**src/rtl/imem_loader_pkg.sv**
```systemverilog
// Shared constants, FSM state encoding and checksum rule for the instruction-memory loader.
package imem_loader_pkg;

  localparam int DEPTH = 8;
  localparam int AW    = 3;
  localparam int DW    = 8;

  typedef enum logic [2:0] {
    S_IDLE  = 3'd0,
    S_LOAD  = 3'd1,
    S_CHECK = 3'd2,
    S_DONE  = 3'd3,
    S_ERROR = 3'd4
  } state_t;

  // Image is valid when all program bytes plus the checksum byte sum to zero mod 2**DW.
  function automatic logic checksum_ok(input logic [DW-1:0] sum, input logic [DW-1:0] chk);
    logic [DW-1:0] total;
    total = sum + chk;
    return total == '0;
  endfunction

endpackage

```
**src/rtl/imem_ram8x8.sv**
```systemverilog
// Small instruction store: one synchronous write port, one combinational read port, async clear.
module imem_ram8x8 #(
  parameter int AW = 3,
  parameter int DW = 8
) (
  input  logic          clk,
  input  logic          rst_n,
  input  logic          we,
  input  logic [AW-1:0] waddr,
  input  logic [DW-1:0] wdata,
  input  logic [AW-1:0] raddr,
  output logic [DW-1:0] rdata
);

  localparam int DEPTH = 2 ** AW;

  logic [DW-1:0] mem_reg [DEPTH];

  always_ff @(posedge clk or negedge rst_n) begin
    if (!rst_n) begin
      for (int i = 0; i < DEPTH; i++) begin
        mem_reg[i] <= '0;
      end
    end else if (we) begin
      mem_reg[waddr] <= wdata;
    end
  end

  // Read sees the pre-edge contents, so a same-cycle write is visible only next cycle.
  assign rdata = mem_reg[raddr];

endmodule

```
**src/rtl/imem_loader.sv**
```systemverilog
// Streams a program image into instruction RAM, verifies its checksum and releases the CPU.
module imem_loader
  import imem_loader_pkg::*;
(
  input  logic          CLK,
  input  logic          RST,
  input  logic          start,
  input  logic          in_valid,
  input  logic [DW-1:0] in_data,
  output logic          in_ready,
  input  logic [AW-1:0] fetch_addr,
  output logic [DW-1:0] fetch_data,
  output logic          cpu_hold,
  output logic          busy,
  output logic          done,
  output logic          error,
  output logic [AW:0]   count
);

  state_t        state_reg;
  logic [AW-1:0] ptr_reg;
  logic [DW-1:0] sum_reg;
  logic [AW:0]   count_reg;
  logic          ram_we;

  // Only program bytes reach memory; the checksum byte in CHECK is never stored.
  assign ram_we = (state_reg == S_LOAD) && in_valid;

  imem_ram8x8 #(
    .AW (AW),
    .DW (DW)
  ) u_ram (
    .clk   (CLK),
    .rst_n (RST),
    .we    (ram_we),
    .waddr (ptr_reg),
    .wdata (in_data),
    .raddr (fetch_addr),
    .rdata (fetch_data)
  );

  always_ff @(posedge CLK or negedge RST) begin
    if (!RST) begin
      state_reg <= S_IDLE;
      ptr_reg   <= '0;
      sum_reg   <= '0;
      count_reg <= '0;
    end else begin
      case (state_reg)
        S_IDLE, S_DONE, S_ERROR: begin
          if (start) begin
            state_reg <= S_LOAD;
            ptr_reg   <= '0;
            sum_reg   <= '0;
            count_reg <= '0;
          end
        end
        S_LOAD: begin
          if (in_valid) begin
            ptr_reg   <= ptr_reg + 1'b1;
            sum_reg   <= sum_reg + in_data;
            count_reg <= count_reg + 1'b1;
            if (ptr_reg == AW'(DEPTH - 1)) begin
              state_reg <= S_CHECK;
            end
          end
        end
        S_CHECK: begin
          if (in_valid) begin
            state_reg <= checksum_ok(sum_reg, in_data) ? S_DONE : S_ERROR;
          end
        end
        default: state_reg <= S_IDLE;
      endcase
    end
  end

  assign in_ready = (state_reg == S_LOAD) || (state_reg == S_CHECK);
  assign busy     = in_ready;
  assign done     = (state_reg == S_DONE);
  assign error    = (state_reg == S_ERROR);
  assign cpu_hold = (state_reg != S_DONE);
  assign count    = count_reg;

endmodule

```
**config.mk**
```make
export PLATFORM = sky130hd
export DESIGN_NAME = imem_loader
export DESIGN_NICKNAME = d
export VERILOG_FILES = /design/src/rtl/imem_loader_pkg.sv /design/src/rtl/imem_ram8x8.sv /design/src/rtl/imem_loader.sv
export SDC_FILE = /design/constraint.sdc
export NUM_CORES = 1
export LEC_CHECK = 0
export ABC_AREA = 1
export CAP_MARGIN = 20
export CELL_PAD_IN_SITES_DETAIL_PLACEMENT = 1
export CELL_PAD_IN_SITES_GLOBAL_PLACEMENT = 1
export CORE_ASPECT_RATIO = 0.7
export CORE_UTILIZATION = 39
export DETAILED_ROUTE_END_ITERATION = 8
export GPL_TIMING_DRIVEN = 0
export PLACE_DENSITY = 0.75
export SLEW_MARGIN = 30
export SYNTH_ARGS = -nofsm -noshare
export SYNTH_HDL_FRONTEND = slang
export SYNTH_HIERARCHICAL = 1
export SYNTH_SLANG_ARGS = --single-unit
```
**constraint.sdc**
```tcl
create_clock -name CLK -period 1.7 [get_ports CLK]
set_input_delay 0.17 -clock CLK [delete_from_list [all_inputs] [get_ports CLK]]
set_output_delay 0.17 -clock CLK [all_outputs]
set_load 0.01 [all_outputs]
```
==> impl_results.md <==
* Status: finished with violations
* Failing checks: setup timing
* Ant diodes at 0
* R2R depth at 11
* Hold depth at 3
* DRC Markers at 0
* CP startpoint kind: flip-flop
* Synthesized area at 4450 sq um
* WP depth at 11
* Clk pin slew, worst setup/hold paths at 60 ps
* P&R area growth vs syn at 43.3%
* Final Cycle Share at 112%
* Setup slack after layout at -198 ps
* Worst slew margin at 53.1%
* Row Count at 32
* Most frequent cell on the critical path: nand2_2
* Initial DRC count at 181
* Tot Pwr at 10.1 mW
* Port bufs at 28
* CP max FO at 3
* CTS Buf Count at 9
* First-pass GRT wire length at 22400 um
* Die Y at 91.4 um
* Synthesized net count at 628
* Clock tree buffer depth at 2
* Initial antenna violation count at 0
* Crit path largest cell delay at 410 ps
* FMAX at 0.527 GHz
* Grt ovf at 0
* DRT Pass-1 Iters at 4
* Clock root buffer: clkbuf_16
* Mean area per synthesized cell at 7.39 sq um
* Hold Crit Class: in -> reg
* Synthesized flop and latch total at 82
* Via count of the first global-routing pass at 4341
* GRT Resource Usage Total at 25.1%
* CP Data Required Time at 1970 ps
* Fill cell count at 1291
* Synth area leaders: dfrtp_1, nand2_1, inv_1
* H-tree depth at 3
* CP Cell Sequence: ha_4, fa_2, nand2_2, nand2_2, nand3_2, nand2_1, nand2_1, nand2_2, nor2_4, nand3_2, a21oi_2
* Final Setup Violations at 66
* Data arrival, critical path at 2170 ps
* RSZ-0062 raised after global routing: true
* Pin count of the biggest net entering global routing at 62
* Slowest stage cell, crit path: dfrtp_1
* CP Capture Type: flip-flop
* Post-synth top area cell: dfrtp_1
* Placed cell count at 784
* CTS tree: built
* Sink Count at 82
* Leak at 3.15 nW
* Net count reported at finish at 703
* Share of cells above drive strength 1 at 32.1%
* Synthesis Warnings at 6
* Boundary pin count at 32
* Post-synthesis cell count at 602
* Crit Path Class: reg -> reg
* DR vias at 4350
* Number of flip-flops under the largest register name at 64
* GP Congestion at 0.801
* Final Hold Fails at 0
* Maximum vdd drop at 0.000887 V
* ANT nets after route at 0
* Area share of the largest cell type after synthesis at 46.1%
* Final Skew at 6.53 ps
* Netlist cell types at 27
* Worst hold slack at 222 ps
* Post-synthesis sequential area ratio at 46.1%
* Max cap viols at 0
* Clock Latency Late Sink at 340 ps
* Final Non-Filler Cells at 835
* Initial Utilization at 40.3%
* PwrDens at 1580 nW/um^2
* Core Footprint at 11100 sq um
* Top delay family on crit path: simple AND/OR/NAND/NOR gates
* DRT Wirelength at 16300 um
* Post-route minimum period at 1900 ps
* Chip Width at 130 um
* DPL Wire Length at 9470 um
* DR WL/cell at 19.5 um
* Least-Margin Pin Slew at 703 ps
* Final Max Tran Viols at 0
* Layout Utilization at 57.7%
* Via-per-instance ratio at 5.21
* Buf/Inv on CP at 0
* Die area at 11800 sq um
==> power by group <==
part,switching (mW),internal [mW]
combinational,2.75,2.06
clock,0.794,1.32
sequential,0.574,2.57
==> cells in the mapped netlist (all sizes together) <==
library cell and n:
nand2 216, inv 105, dfrtp 82, o21ai 68
nand3 49, nor2 23, buf 18, ha 10
a21oi 8, a22o 7, clkbuf 4, nor3 3
o31ai 2, xnor2 2, xor2 2, fa 1
nand3b 1, or2 1
==> per-stage QoR <==
stage	TNS (ps)	cell area (sq um)	setup slack, ps
6_report	-5460	6380	-198
5_1_grt	-10660	6380	-285
4_1_cts	-789	5660	-182
3_5_place_dp	-24140	5020	-685
3_3_place_gp	-233420	4990	-2620
2_1_floorplan	-86.8	4520	-14.9
==> cell families after synthesis <==
kind of cell | Yosys count | share of synthesized area (%)
AO/OA/AOI/OAI | 85 | 10.5
XOR/XNOR | 4 | 0.788
adder cells (fa/ha/maj) | 11 | 3.26
buffers and inverters | 127 | 12.0
flip-flops | 82 | 46.1
AND/OR/NAND/NOR | 293 | 27.3
==> worst min-delay path, delay by kind of cell <==
kind            cells  cell delay (ps)
simple gates        1              100
buf+inv             1              200
compound gates      1               60
==> worst paths after layout <==
kind / from / endpoint / slack (ps)
min in group asynchronous: RST / u_ram/mem_reg[10]$_DFFE_PN0P_ / 250
hold / removal: in_data[1] / u_ram/mem_reg[1]$_DFFE_PN0P_ / 220
hold reg to reg: u_ram/mem_reg[30]$_DFFE_PN0P_ / u_ram/mem_reg[30]$_DFFE_PN0P_ / 480
setup reg to reg: sum_reg[0]$_DFFE_PN0P_ / state_reg[0]$_DFFE_PN0P_ / -200
setup / recovery: sum_reg[0]$_DFFE_PN0P_ / state_reg[0]$_DFFE_PN0P_ / -200
max in group asynchronous: RST / state_reg[0]$_DFFE_PN0P_ / 860
==> cell type report <==
| class | count | area, sq um | area share (%) |
|---|---|---|---|
| Buffer | 19 | 150 | 2.35 |
| Inverter | 105 | 417 | 6.53 |
| Timing Repair Buffer | 64 | 678 | 10.6 |
| Sequential cell | 82 | 2050 | 32.2 |
| Clock inverter | 5 | 77.6 | 1.22 |
| Multi-Input combinational cell | 396 | 2570 | 40.2 |
| Tap cell | 153 | 191 | 3.00 |
| Clock buffer | 11 | 243 | 3.81 |
==> placed cells by master (no fill, tap or decap), types with 2 or more instances in the layout <==
cell type	instances
a21oi_1	5
a21oi_2	3
a22o_2	6
buf_12	4
buf_2	6
buf_4	22
buf_6	16
buf_8	2
bufinv_16	2
clkbuf_16	10
clkbuf_2	3
clkdlybuf4s50_1	12
clkinv_2	2
dfrtp_1	81
dlygate4sd2_1	8
dlymetal6s2s_1	4
ha_1	4
ha_4	6
inv_1	97
inv_2	4
inv_4	2
nand2_1	158
nand2_2	39
nand2_4	13
nand2_8	9
nand3_1	42
nand3_2	6
nor2_1	12
nor2_2	3
nor2_4	8
nor3_4	2
o21ai_0	4
o21ai_1	26
o21ai_2	37
o31ai_2	2
xnor2_1	2
==> metal layers <==
metal	part of all wire, %	track usage (%)	vias up
li1	-	-	2021
met3	4.5	5.48	43
met5	0	0	-
met4	3.7	5.14	0
met1	44	34.9	2173
met2	48	40.0	113
==> repair_timing <==
item | CTS | global route
hold buffers | 1 | 0
setup endpoints to repair | 81 | 77
buffers inserted | 19 | 10
hold endpoints to repair | 21 | 0
pin swaps | 10 | 29
cloned | 4 | 5
gates resized for setup | 81 | 191
No activity file was read; power rests on OpenSTA's default activity.
